**src/rtl/lib_arbiter_pkg.sv**
```systemverilog
// -----------------------------------------------------------------------------
// lib_arbiter_pkg
// Shared constants and types for the pixel arbiter tree and its readout
// stages.
//   WIDTH      : event word width produced by pixel_hierarchy.data_out_o
//   TS_WIDTH   : default timestamp width used by event_stream_packer
//   evt_pkt_t  : {timestamp, event} packet as it leaves event_stream_packer
//   fifo_op_e  : push/pop combination seen by evt_sync_fifo in one cycle
// -----------------------------------------------------------------------------
package lib_arbiter_pkg;

  localparam int WIDTH    = 8;
  localparam int TS_WIDTH = 16;

  typedef struct packed {
    logic [TS_WIDTH-1:0] ts;
    logic [WIDTH-1:0]    evt;
  } evt_pkt_t;

  // Bit 1 = push, bit 0 = pop, so {push, pop} casts straight onto this enum.
  typedef enum logic [1:0] {
    FIFO_IDLE = 2'b00,
    FIFO_POP  = 2'b01,
    FIFO_PUSH = 2'b10,
    FIFO_BOTH = 2'b11
  } fifo_op_e;

  // Builds a packet at the default widths.
  function automatic evt_pkt_t make_evt_pkt(input logic [TS_WIDTH-1:0] ts,
                                            input logic [WIDTH-1:0]    evt);
    evt_pkt_t pkt;
    pkt.ts  = ts;
    pkt.evt = evt;
    return pkt;
  endfunction

endpackage

```
**src/rtl/evt_sync_fifo.sv**
```systemverilog
// -----------------------------------------------------------------------------
// evt_sync_fifo
// Single-clock first-word fall-through FIFO. A push is accepted when the FIFO
// is not full, or when it is full and a pop happens in the same cycle.
//   clk_i       : clock
//   reset_i     : synchronous active-high reset; clears pointers and fill,
//                 a push presented in the reset cycle is ignored
//   push_i      : write request
//   push_data_i : write data
//   pop_i       : read request (only effective while valid_o=1)
//   push_ok_o   : the current push request is accepted this cycle
//   head_o      : head entry (don't-care while valid_o=0)
//   valid_o     : FIFO not empty (registered)
//   fill_o      : occupancy (registered)
// -----------------------------------------------------------------------------
module evt_sync_fifo
  import lib_arbiter_pkg::*;
#(
  parameter int DATA_W = 24,
  parameter int DEPTH  = 16
) (
  input  logic                       clk_i,
  input  logic                       reset_i,
  input  logic                       push_i,
  input  logic [DATA_W-1:0]          push_data_i,
  input  logic                       pop_i,
  output logic                       push_ok_o,
  output logic [DATA_W-1:0]          head_o,
  output logic                       valid_o,
  output logic [$clog2(DEPTH+1)-1:0] fill_o
);

  localparam int AW = $clog2(DEPTH);
  localparam int FW = $clog2(DEPTH+1);

  logic [DATA_W-1:0] mem_r [DEPTH];
  logic [AW-1:0]     wr_ptr_r;
  logic [AW-1:0]     rd_ptr_r;
  logic [FW-1:0]     fill_r;
  logic [FW-1:0]     fill_nxt_s;
  logic              valid_r;
  logic              full_r;
  logic              pop_s;
  logic              push_s;
  fifo_op_e          op_s;

  // A full FIFO still takes a push when the head leaves in the same cycle.
  assign pop_s  = valid_r & pop_i & ~reset_i;
  assign push_s = push_i & ~reset_i & (~full_r | pop_s);
  assign op_s   = fifo_op_e'({push_s, pop_s});

  // Next occupancy from the push/pop combination of this cycle.
  always_comb begin
    fill_nxt_s = fill_r;
    case (op_s)
      FIFO_PUSH: fill_nxt_s = fill_r + FW'(1);
      FIFO_POP:  fill_nxt_s = fill_r - FW'(1);
      default:   fill_nxt_s = fill_r;
    endcase
  end

  // Pointers, occupancy and the flags derived from it.
  always_ff @(posedge clk_i) begin
    if (reset_i) begin
      wr_ptr_r <= {AW{1'b0}};
      rd_ptr_r <= {AW{1'b0}};
      fill_r   <= {FW{1'b0}};
      valid_r  <= 1'b0;
      full_r   <= 1'b0;
    end else begin
      // Power-of-two depth: natural pointer overflow is the modulo wrap.
      if (push_s) begin
        wr_ptr_r <= wr_ptr_r + AW'(1);
      end
      if (pop_s) begin
        rd_ptr_r <= rd_ptr_r + AW'(1);
      end
      fill_r  <= fill_nxt_s;
      valid_r <= (fill_nxt_s != FW'(0));
      full_r  <= (fill_nxt_s == FW'(DEPTH));
    end
  end

  // Storage write; contents need no reset since the pointers define validity.
  always_ff @(posedge clk_i) begin
    if (push_s) begin
      mem_r[wr_ptr_r] <= push_data_i;
    end
  end

  assign push_ok_o = push_s;
  assign head_o    = mem_r[rd_ptr_r];
  assign valid_o   = valid_r;
  assign fill_o    = fill_r;

endmodule

```
**src/rtl/event_stream_packer.sv**
```systemverilog
// -----------------------------------------------------------------------------
// event_stream_packer
// Captures pixel_hierarchy event words, tags each with a free-running
// timestamp and buffers the {timestamp, event} packets in a FIFO drained over
// a valid/ready stream. Events arriving while the FIFO is full (and not
// draining in that cycle) are dropped and flagged.
//   clk_i       : clock
//   reset_i     : synchronous active-high reset
//   evt_valid_i : one-cycle event strobe
//   evt_data_i  : event word
//   m_valid_o   : packet available
//   m_ready_i   : consumer accepts packet
//   m_data_o    : packet {timestamp, event}
//   fill_o      : FIFO occupancy
//   overflow_o  : sticky, set on the first dropped event
//   drop_cnt_o  : saturating drop count (only with EVT_DROP_CNT_EN defined)
// Build option: EVT_DROP_CNT_EN adds the drop counter and drop_cnt_o.
// -----------------------------------------------------------------------------
module event_stream_packer #(
  parameter int WIDTH     = lib_arbiter_pkg::WIDTH,
  parameter int TS_WIDTH  = lib_arbiter_pkg::TS_WIDTH,
  parameter int DEPTH     = 16,
  parameter int CNT_WIDTH = 16
) (
  input  logic                         clk_i,
  input  logic                         reset_i,
  input  logic                         evt_valid_i,
  input  logic [WIDTH-1:0]             evt_data_i,
  output logic                         m_valid_o,
  input  logic                         m_ready_i,
  output logic [TS_WIDTH+WIDTH-1:0]    m_data_o,
  output logic [$clog2(DEPTH+1)-1:0]   fill_o,
  output logic                         overflow_o
`ifdef EVT_DROP_CNT_EN
  ,
  output logic [CNT_WIDTH-1:0]         drop_cnt_o
`endif
);

  if ((DEPTH < 2) || ((DEPTH & (DEPTH - 1)) != 0)) begin : g_bad_depth
    $error("event_stream_packer: DEPTH must be a power of two, at least 2");
  end
  if (CNT_WIDTH < 1) begin : g_bad_cnt_width
    $error("event_stream_packer: CNT_WIDTH must be at least 1");
  end

  logic [TS_WIDTH-1:0] ts_r;
  logic                push_ok_s;
  logic                drop_s;
  logic                overflow_r;

  // Free-running timestamp; wraps silently.
  always_ff @(posedge clk_i) begin
    if (reset_i) begin
      ts_r <= {TS_WIDTH{1'b0}};
    end else begin
      ts_r <= ts_r + TS_WIDTH'(1);
    end
  end

  evt_sync_fifo #(
    .DATA_W (TS_WIDTH + WIDTH),
    .DEPTH  (DEPTH)
  ) u_fifo (
    .clk_i       (clk_i),
    .reset_i     (reset_i),
    .push_i      (evt_valid_i),
    .push_data_i ({ts_r, evt_data_i}),
    .pop_i       (m_ready_i),
    .push_ok_o   (push_ok_s),
    .head_o      (m_data_o),
    .valid_o     (m_valid_o),
    .fill_o      (fill_o)
  );

  // An event is dropped when the FIFO refuses it; events during reset are
  // ignored rather than dropped.
  assign drop_s = evt_valid_i & ~push_ok_s & ~reset_i;

  // Sticky overflow flag.
  always_ff @(posedge clk_i) begin
    if (reset_i) begin
      overflow_r <= 1'b0;
    end else if (drop_s) begin
      overflow_r <= 1'b1;
    end else begin
      overflow_r <= overflow_r;
    end
  end

  assign overflow_o = overflow_r;

`ifdef EVT_DROP_CNT_EN
  logic [CNT_WIDTH-1:0] drop_cnt_r;

  // Saturating drop counter; holds at all-ones instead of wrapping.
  always_ff @(posedge clk_i) begin
    if (reset_i) begin
      drop_cnt_r <= {CNT_WIDTH{1'b0}};
    end else if (drop_s && (drop_cnt_r != {CNT_WIDTH{1'b1}})) begin
      drop_cnt_r <= drop_cnt_r + CNT_WIDTH'(1);
    end else begin
      drop_cnt_r <= drop_cnt_r;
    end
  end

  assign drop_cnt_o = drop_cnt_r;
`endif

endmodule

```
**config.mk**
```make
export PLATFORM = sky130hd
export DESIGN_NAME = event_stream_packer
export DESIGN_NICKNAME = d
export VERILOG_FILES = /design/src/rtl/lib_arbiter_pkg.sv /design/src/rtl/evt_sync_fifo.sv /design/src/rtl/event_stream_packer.sv
export SDC_FILE = /design/constraint.sdc
export NUM_CORES = 1
export LEC_CHECK = 0
export CAP_MARGIN = 20
export CORE_ASPECT_RATIO = 0.9
export CORE_MARGIN = 2
export CORE_UTILIZATION = 65
export CTS_CLUSTER_SIZE = 25
export DETAILED_ROUTE_END_ITERATION = 8
export PLACE_DENSITY = 0.95
export SLEW_MARGIN = 20
export SYNTH_ARGS = -nofsm -noshare
export SYNTH_HDL_FRONTEND = slang
export SYNTH_SLANG_ARGS = --single-unit
```
**constraint.sdc**
```tcl
create_clock -name clk_i -period 5.7 [get_ports clk_i]
set_input_delay 1.71 -clock clk_i [delete_from_list [all_inputs] [get_ports clk_i]]
set_output_delay 1.71 -clock clk_i [all_outputs]
set_load 0.005 [all_outputs]
```
**Yosys cells after proc, flatten, opt, wreduce, memory -nomap -nowiden**

Memories as Yosys holds them, arrays and structs flattened. A register that Yosys moved wholly into a read port is not among the register bits.
Cells that the tools add are included.

- Memory bits (writable): 384
- Bits of input ports: 12
- Logic and storage cells: 32
- Register bits after elaboration: 32
- Output and inout bits: 31
- Memories kept: 1

- Mux-type cells: 5
- Add/subtract/negate cells: 5
- Equality and inequality tests: 3
- Reduce and logical (&&, ||, !) cells: 1
- Bitwise gates (word level): 10

Memories:

| memory | words | bits a word | read ports | clocked after Yosys merged registers in | wr ports | line | text |
|---|---|---|---|---|---|---|---|
| u_fifo.mem_r | 16 | 24 | 1 | 1 | 1 | evt_sync_fifo.sv:36 | `logic [DATA_W-1:0] mem_r [DEPTH];` |

Operators with widths:

| cell | number |
|---|---|
| adder 16 x 1 -> 16 bit (second input constant) | 1 |
| case mux 5 bit (2 select lines) | 1 |
| adder 4 x 1 -> 4 bit (second input constant) | 2 |
| 2-to-1 mux 4 bit | 2 |
| AND 1 bit | 6 |
| adder 5 x 1 -> 5 bit (second input constant) | 1 |
| equality test 5 bit (second input constant) | 1 |
| nonzero test 5 bit | 1 |
| subtractor 5 x 1 -> 5 bit (second input constant) | 1 |
| inverter 1 bit | 3 |
| equality test 2 x 1 -> 1 bit (second input constant) | 1 |
| equality test 2 bit (second input constant) | 1 |
| 2-to-1 mux 1 bit | 2 |
| OR 1 bit | 1 |

**Depth between registers and ports, before layout**

Gate-level depths: netlist of the first run.

- Depth after elaboration: 7
- Gate-level depth with buffers: 13
- Mapped depth without buffers: 11

**Modules after synthesis**

From an unflattened synthesis of the first run, not the netlist that was laid out.

- Cell total of the unflattened synthesis: 742
- Area, all modules: 16186.8 um^2

By module, submodules not included:

| module | seq. area each (um^2) | times used | cells an instance | area each (um^2) |
|---|---|---|---|---|
| evt_sync_fifo | 11911.4 | 1 | 661 | 15453.6 |
| event_stream_packer | 340.3 | 1 | 81 | 733.2 |

**Worst setup path before layout of the first run**

No wires, ideal clock.

- Path type: input-to-reg
- Start: in reset_i
- End: reg u_fifo.full_r
- Arrival: 3984 ps
- Stages: 13
- Setup slack: 1651 ps
- Buffers on the path: 2
- Library setup time: 65 ps
- Data required time: 5635 ps
- Cell sequence: clkbuf_1 -> nand2b_1 -> a21oi_2 -> inv_1 -> ha_1 -> clkbuf_1 -> xor2_1 -> ha_1 -> a21oi_1 -> mux2i_1 -> xnor2_1 -> a211oi_1 -> nor2b_1

- Longest elaborated chain between the ends: 7
- Elaborated cells on any way between the ends: 9

RTL lines:

| item | line | text |
|---|---|---|
| start: declaration | event_stream_packer.sv:26 | `input logic reset_i,` |
| inverter 1 bit | evt_sync_fifo.sv:48, evt_sync_fifo.sv:49 |  |
| AND 1 bit | evt_sync_fifo.sv:48 | `assign pop_s = valid_r & pop_i & ~reset_i;` |
| OR 1 bit | evt_sync_fifo.sv:49 | `assign push_s = push_i & ~reset_i & (~full_r \| pop_s);` |
| AND 1 bit | evt_sync_fifo.sv:49 |  |
| equality test 2 x 1 -> 1 bit or equality test 2 bit (tied branches) | evt_sync_fifo.sv:55 | `case (op_s)` |
| case mux 5 bit (2 select lines) | evt_sync_fifo.sv:55 |  |
| equality test 5 bit | evt_sync_fifo.sv:80 | `full_r <= (fill_nxt_s == FW'(DEPTH));` |
| end signal: assignment | evt_sync_fifo.sv:80 |  |
| end: declaration | evt_sync_fifo.sv:42 | `logic full_r;` |

Several ways; a longest one is shown, not always the timed one.
A chain may end at the register's enable or synchronous reset.

==> impl_metrics.yaml, run 1 <==
timing:
  finalCritPeriodShare_pct: 86.5
  setup_viol_count_final: 0
  hold_viol_final: 0
  slew_violations: 0
  tightest_slew_ns: 1.02
  final.min_clock_period_ns: 4.93
  rsz0062_at_grt: "no"
  max_clock_freq_ghz: 0.203
  skew_ns: 0.0171
  holdWs_ns: 0.475
  slew_headroom_pct: 31.8
  finalSetupTns_ns: 0
grt:
  antenna_found_initial: 0
  grt-ovfl-total: 0
  grt_util_met2_pct: 47.7
  grt_usage_pct: 29.9
  gr-usage-met3_pct: 6.67
  grt_pass1_vias: 8423
  grt_pass1_wl_um: 55600
  grt_util_met1_pct: 42.1
  grt.busiest_layer: "met2"
  grt_max_degree: 49
cts:
  htreeDepth: 2
  clk_pin_slew_worst_paths_ns: 0.07
  clockBufferDepth: 3
  post_cts_buffers: 0
  cts.sinks: 420
  insertion_delay_ns: 0.53
  post_cts_resized: 0
  cts_buffers: 40
  clock-root-buffer: "clkbuf_16"
  cts_tree: "yes"
  hold_buffers: 0
drt:
  ant_nets: 0
  first_pass_iters: 6
  drc: 0
  vias: 8242
  dr.first_iter.drc_count: 1090
  drt-total-wl_um: 37600
  routedWlPerCell_um: 32.6
  avgViaCountPerCell: 7.15
floorplanning:
  initial_core_util_pct: 66.4
  num_io_pins: 43
  num_rows: 54
  die_area_mm2: 0.0261
  die_h_um: 154
  coreArea_mm2: 0.0243
  die_x_um: 170
critical_path:
  critPathBufInv: 2
  worstPathArrival_ns: 3.22
  worstPathCellList: "buf_4, mux4_2, mux4_2, clkdlybuf4s50_1"
  worst_path_max_delay_cell: "dfxtp_4"
  worstSetupPathType: "register to primary output"
  max_stage_delay_ns: 0.62
  crit_family: "multiplexers"
  startpoint_type: "register"
  critPathMaxFanout: 20
  cp-end-kind: "primary output"
  cp.required_ns: 3.99
  cp_common_cell: "mux4_2"
power:
  power_density_mw_per_mm2: 342
  p_leak_uw: 0.00571
  peakVddDrop_mv: 0.261
yosys:
  ys.flop_type: "edfxtp_1"
  synth-edff-count: 384
  yosysMostFrequentCell: "edfxtp_1"
  synth_commonest_cells: "edfxtp_1 (384), mux4_2 (120), dfxtp_1 (36), nor2_1 (26), clkbuf_1 (17)"
  yosysTopAreaCell: "edfxtp_1"
  yosysTopAreaCellShare_pct: 71.4
  async_reset_ff_share_pct: 0
  ys_seq_elements: 420
  postSynthAreaPerCell_um2: 22.0
  synthCells: 735
  synth_area_mm2: 0.0162
  ys_seq_area_share_pct: 75.8
  synthTopCellsByArea: "edfxtp_1 (71%), mux4_2 (17%), dfxtp_1 (4.5%), ha_1 (0.70%), and2_1 (0.62%)"
  syn_nets: 756
  ys_warn_count: 0
  synth_cell_type_count: 41
hold_path:
  hp-class: "register to register"
place:
  dp_hpwl_um: 20400
  port_buffers: 42
  place_congestion: 0.810
outcome:
  status: "complete, no violations"
cells_and_area:
  final_layout_size_suffix_gt1_share_pct: 24.8
  finalNetCount: 833
  num_antenna_cells: 0
  fin_util_pct: 75.0
  fillers: 1193
  syn2layout_area_growth_pct: 12.9
job:
  max_cap_viol_count: 0
-- cells by family after synthesis --
kind of cell	Yosys count	synth area share, %
AO/OA/AOI/OAI	29	1.06
XOR/XNOR	18	0.976
adder cells (fa/ha/maj)	9	0.697
buffers and inverters	45	1.51
flip-flops	420	75.8
multiplexers	124	17.0
AND/OR/NAND/NOR	90	2.93
-- metal layers --
| metal | vias up | share of wire [%] |
|---|---|---|
| met4 | 0 | 3.3 |
| met5 | - | 0 |
| met3 | 110 | 11 |
| met1 | 4237 | 36 |
| li1 | 3205 | - |
| met2 | 690 | 50 |
-- sequential cells by signal, indices dropped and copies added, names as in the netlist, named ones only --
name	cells
u_fifo.fill_o	5
u_fifo.rd_ptr_r	4
u_fifo.mem_r	384
ts_r	16
u_fifo.valid_o	1
u_fifo.full_r	1
u_fifo.wr_ptr_r	4
overflow_o	1
-- final timing paths --
check / end / start / cells after the start / slack, ns
setup / recovery: m_data_o[4] / register / 4 / 0.77
hold / removal: overflow_o$_SDFFE_PP0P_ / overflow_o$_SDFFE_PP0P_ / 2 / 0.48
setup reg to reg: u_fifo.mem_r[0][6]$_DFFE_PP_ / u_fifo.valid_o$_SDFF_PP0_ / 6 / 2.57
hold reg to reg: overflow_o$_SDFFE_PP0P_ / overflow_o$_SDFFE_PP0P_ / 2 / 0.48
-- area by class of cell --
class	instances	area, µm²	share of cell area (%)
Sequential cell	420	12300	67.2
Multi-Input combinational cell	270	3660	20.1
Clock buffer	54	1080	5.95
Timing Repair Buffer	72	721	3.95
Tap cell	308	385	2.11
Clock inverter	20	101	0.556
Inverter	8	30.0	0.165
-- placed cells by master, fill, tap and decap left out, types with 7 or more instances in the layout --
| cell type | instances |
|---|---|
| a21oi_1 | 11 |
| xnor2_1 | 9 |
| edfxtp_1 | 384 |
| nor2_1 | 26 |
| clkbuf_1 | 12 |
| inv_1 | 8 |
| dfxtp_1 | 32 |
| nand3_1 | 9 |
| clkinv_2 | 7 |
| mux4_2 | 120 |
| clkdlybuf4s50_1 | 42 |
| and2_1 | 16 |
| clkinv_1 | 9 |
| buf_4 | 24 |
| nand2_1 | 9 |
| o21ai_0 | 8 |
| xor2_1 | 9 |
| nor2b_1 | 7 |
| ha_1 | 9 |
| clkbuf_16 | 41 |
-- per-stage QoR --
step,setup slack (ns),instances,area (µm²),power (µW)
floorplan,1.65,735,16200,3720
finish,0.772,1152,18200,6250
detailed placement,0.859,1078,17100,3860
CTS,0.733,1152,18200,6250
global route,0.619,1152,18200,6390
global placement,1.03,1078,17100,3830
-- power breakdown --
part           internal (µW)  total, µW  switching [µW]  leakage [µW]
Clock                   1340       2450            1110      0.000577
Sequential              3370       3410            43.4       0.00381
Combinational            222        390             167       0.00132
Total                   4930       6250            1320       0.00571
-- worst reg2reg max path: cells and delay by family (launching register included) --
kind | cells | cell delay [ns]
and+or+nand+nor | 3 | 1.65
buffers and inverters | 2 | 0.43
AOI/OAI and AO/OA | 1 | 0.39
DFF | 1 | 0.38
Note: power is estimated with default switching activity, not from simulation.
==> inputs of run 2 (changes only) <==
Settings changed: CTS_CLUSTER_SIZE 25 to 10, GPL_TIMING_DRIVEN set to 0.
==> run 2 against run 1 <==
Routed wire length increased by 8.9%; clock power is 12% higher; hold slack better by 0.021 ns; non-clock buffer count grew 15; register-to-register slack worse by 0.12 ns; sequential share of layout area fell by 1.2 points; clock skew up 0.0036 ns; power is 5.3% higher; critical path type unchanged.
==> impl_metrics.yaml, run 2 (synthesis results as in run 1) <==
grt:
  grt-ovfl-total: 0
  grt_pass1_wl_um: 59300
  grt_max_degree: 25
  grt_usage_pct: 32.7
  grt_pass1_vias: 8703
  antenna_found_initial: 0
floorplanning:
  num_rows: 54
  num_io_pins: 43
  die_area_mm2: 0.0261
  die_x_um: 170
  die_h_um: 154
  initial_core_util_pct: 66.4
  coreArea_mm2: 0.0243
cells_and_area:
  num_antenna_cells: 0
  multi_input_area_mm2: 0.00368
  largest_reg_flops: 384
  regArea_mm2: 0.0123
  final_layout_size_suffix_gt1_share_pct: 24.6
  syn2layout_area_growth_pct: 14.8
  fillers: 1184
  top_register: "u_fifo.mem_r"
  fin_area_mm2: 0.0186
  finalNetCount: 855
  layout.cells.non_filler: 1179
  final_common_cell: "edfxtp_1"
  layout_common_cells: "edfxtp_1 (384), mux4_2 (120), clkbuf_1 (54)"
place:
  port_buffers: 41
  dp_cells: 1093
  dp_hpwl_um: 22100
  placed_area_mm2: 0.0172
  place_congestion: 0.757
critical_path:
  worstPathCellList: "clkbuf_1, clkbuf_1, mux4_2, mux4_2, clkdlybuf4s50_1"
  worst_path_max_delay_cell: "clkbuf_1"
  critPathBufInv: 3
  worstPathArrival_ns: 3.46
  cp.required_ns: 3.99
  crit_family: "buffers and inverters"
  cp-end-kind: "primary output"
  worstSetupPathType: "register to primary output"
  max_stage_delay_ns: 0.82
  critPathMaxFanout: 10
  rrSetupSlack_ns: 2.45
  startpoint_type: "register"
cts:
  cts_buffers: 47
  post_cts_buffers: 0
  cts_tree: "yes"
  clockBufferDepth: 3
  cts.sinks: 420
  post_cts_resized: 0
  htreeDepth: 2
  hold_buffers: 0
  clk_pin_slew_worst_paths_ns: 0.05
  insertion_delay_ns: 0.54
  clock-root-buffer: "clkbuf_16"
timing:
  skew_ns: 0.0207
  finalSetupTns_ns: 0
  rsz0062_at_grt: "no"
  hold_viol_final: 0
  setup_viol_count_final: 0
  finalCritPeriodShare_pct: 90.6
  holdWs_ns: 0.496
  tightest_slew_ns: 1.06
  final.min_clock_period_ns: 5.17
  slew_violations: 0
  max_clock_freq_ghz: 0.194
  slew_headroom_pct: 29.6
outcome:
  status: "complete, no violations"
power:
  combPwrFrac_pct: 6.6
  power_uw: 6580
  power_density_mw_per_mm2: 354
  switching_power_uw: 1380
  p_int_uw: 5200
  p_leak_uw: 0.00582
  swShare_pct: 21.0
  pwr-share-seq_pct: 51.6
  p_clk_share_pct: 41.8
  peakVddDrop_mv: 0.260
drt:
  first_pass_iters: 5
  dr.first_iter.drc_count: 1145
  drt-total-wl_um: 41000
  ant_nets: 0
  drc: 0
  routedWlPerCell_um: 34.7
  avgViaCountPerCell: 7.22
  vias: 8512
job:
  max_cap_viol_count: 0
hold_path:
  hp-class: "register to register"
==> run 2: cell type report <==
cell class / instances / share of cell area (%)
Buffer: 37 / 1.15
Clock buffer: 86 / 7.36
Inverter: 8 / 0.162
Multi-Input combinational cell: 270 / 19.8
Sequential cell: 420 / 66.0
Tap cell: 308 / 2.08
Timing Repair Buffer: 50 / 3.39
==> run 2: routing by layer <==
layer	share of wire, %	track usage [%]
met1	35	43.8
met2	50	53.2
met3	11	7.57
met4	4.2	13.1
met5	0	0
==> run 2: power groups by stage <==
| stage | Combinational [µW] | Clock, µW | Sequential (µW) |
|---|---|---|---|
| after detailed placement | 426 | 0 | 3450 |
| after global placement | 408 | 0 | 3450 |
| after CTS | 439 | 2750 | 3390 |
| after floorplan | 276 | 0 | 3450 |
| final | 436 | 2750 | 3390 |
| after global routing | 459 | 2870 | 3390 |
==> run 2: path summary, 6_finish.rpt <==
path / endpoint / start / cells past startpoint
setup / recovery: m_data_o[2] / register / 5
hold reg to reg: overflow_o$_SDFFE_PP0P_ / overflow_o$_SDFFE_PP0P_ / 2
hold / removal: overflow_o$_SDFFE_PP0P_ / overflow_o$_SDFFE_PP0P_ / 2
setup reg to reg: u_fifo.valid_o$_SDFF_PP0_ / u_fifo.valid_o$_SDFF_PP0_ / 12
==> run 2: stage by stage <==
| stage | setup slack, ns | utilization, % |
|---|---|---|
| 2_1_floorplan | 1.65 | - |
| 3_3_place_gp | 0.797 | 69.7 |
| 3_5_place_dp | 0.710 | 70.7 |
| 4_1_cts | 0.574 | 76.3 |
| 5_1_grt | 0.531 | 76.3 |
| 6_report | 0.535 | 76.3 |
==> run 2: worst register-to-register path, cell delays in order (launching register included) <==
cell and delay [ns]:
dfxtp_1 0.38, nand2_1 0.20, a21oi_2 0.42, inv_1 0.21, ha_1 0.25, clkbuf_1 0.21
xor2_1 0.21, ha_1 0.25, a21oi_1 0.17, mux2i_1 0.26, xnor2_1 0.12, a211oi_1 0.34
o21ai_1 0.09
==> RTL edit (settings of run 2) <==
Change the package constant `WIDTH` from 8 to 9.
--- a/src/rtl/lib_arbiter_pkg.sv
+++ b/src/rtl/lib_arbiter_pkg.sv
@@ -9,7 +9,7 @@
 // -----------------------------------------------------------------------------
 package lib_arbiter_pkg;
 
-  localparam int WIDTH    = 8;
+  localparam int WIDTH    = 9;
   localparam int TS_WIDTH = 16;
 
   typedef struct packed {
Interface: changed (resized evt_data_i and m_data_o); port bits go from 43 to 45. The function was not compared with the original's and may differ.
==> RTL edit against run 2 <==
Cell area grew 4.8%. Cell count grew 4.9%. Critical path type unchanged. Setup slack lost 0.33 ns. Largest cell class unchanged. Synthesized area grew 3.8%. Highest routed layer unchanged. Routed wire length grew 3.7%. Sequential cell count grew 16. Clock skew shrank 0.0073 ns. Largest power group unchanged. Total power grew 3.1%.
==> RTL edit: results (changes against run 2) <==
status completed; Inverters 8 (unchanged); Worst IR Drop VDD 277.7 uV (+6.8%); Via density 7.103 (-1.6%); met2 global-route usage 54.80% (+1.6 points); mux share of post-synthesis cell area 17.24% (+0.25 points); met1 wire length 14450 um (+0.56%); comb_multi_in 275 (+1.9%); DP Wirelength 22460 um (+1.9%); max FFs per register 400 (+4.2%); Place WS 0.8980 ns (+0.1876 ns); reg2reg setup slack 2.70 ns (+0.25 ns); fillers 1199 (+1.3%); fmax 182.1 MHz (-5.9%); EDFF count, synth 400 (+4.2%); Post-Synth XOR/XNOR Area 0.9398% (-0.036 points); Placement Cell Area 18040 um2 (+5.0%); met1 usage 42.02% (-1.8 points); clock buffers 78 (-9.3%); fraction of layout cells with a size suffix above 1 24.27% (-0.30 points); wire length on met2 21640 um (+5.4%); Post-Syn Area per Cell 22.19 um2 (+0.95%); antenna fix cells 1 (+1); multi-input logic portion of the cell area 19.68% (-0.15 points); routed via count 8786 (+3.2%); Synth Area in Compound Gates 1.022% (-0.039 points); register area 12730 um2 (+3.9%); sequential area share after synthesis 75.90% (about the same); IO Port Bufs 43 (+4.9%); dpl cells 1157 (+5.9%); Int Pwr 0.005378 W (+3.5%); Synth Register Bits 436 (+3.8%); Total GRT Usage 32.55% (-0.13 points); post-synth cell types 40 (-2.4%); Nets 888 (+3.9%); Seq area share 65.50% (-0.53 points); ClkCell Share 7.171% (-0.19 points); Root Buffer clkbuf_16; count of plain and timing-repair buffers 96 (+10%); initial antenna violation count 1 (+1); critical path's top delay family buffers and inverters; Initial DRC Count 1212 (+5.9%); syn nets 778 (+2.9%); Crit-path slowest cell clkbuf_1; worst slew pin tran 1.067 ns (+0.01093 ns); pin count of the biggest net entering global routing 22 (-12%); post-synthesis adder-cell area fraction 0.6713% (-0.026 points); Post-synth top cells 400 x edfxtp_1, 116 x mux4_2, 36 x dfxtp_1; NonClk Buf Share 5.272% (+0.73 points); global routing met3 resource utilization 6.730% (-0.84 points); DRT Wirelength 42480 um (+3.7%); Area contributors post-synth edfxtp_1 72%, mux4_2 16%, dfxtp_1 4.3%; met3 wire len 4385 um (+1.2%); via count of the first global-routing pass 9118 (+4.8%); Clock Skew 0.01346 ns (-0.007275 ns); Final GP Congestion 0.7855 (+3.8%); Leakage 6.097 nW (+4.7%); WHS 0.4822 ns (-0.01401 ns); WP data arrival 3.78 ns (+0.32 ns)
RTL edit: cell count changes after synthesis:
cell and delta:
mux2_1 -1, buf_2 -9, o21ai_1 -1, buf_4 +5
mux2_2 +1, mux4_2 -4, buf_8 -4, edfxtp_1 +16
mux4_1 +9, o21ai_0 +1, buf_1 +4, buf_6 +4
RTL edit: final timing paths:
| check | from | cells after the start | endpoint |
|---|---|---|---|
| worst min-delay path | overflow_o | 2 | overflow_o |
| worst min register to register | overflow_o | 2 | overflow_o |
| worst max-delay path | flop | 5 | m_data_o[10] |
| worst max register to register | u_fifo.valid_o | 12 | u_fifo.valid_o |
RTL edit: power by group through the flow:
stage | sequential (W) | combinational, W | clock, W
2_1_floorplan | 0.00358 | 0.000282 | 0
3_3_place_gp | 0.00358 | 0.000422 | 0
3_5_place_dp | 0.00359 | 0.000445 | 0
4_1_cts | 0.00352 | 0.000459 | 0.00282
5_1_grt | 0.00352 | 0.000480 | 0.00293
6_report | 0.00352 | 0.000456 | 0.00280
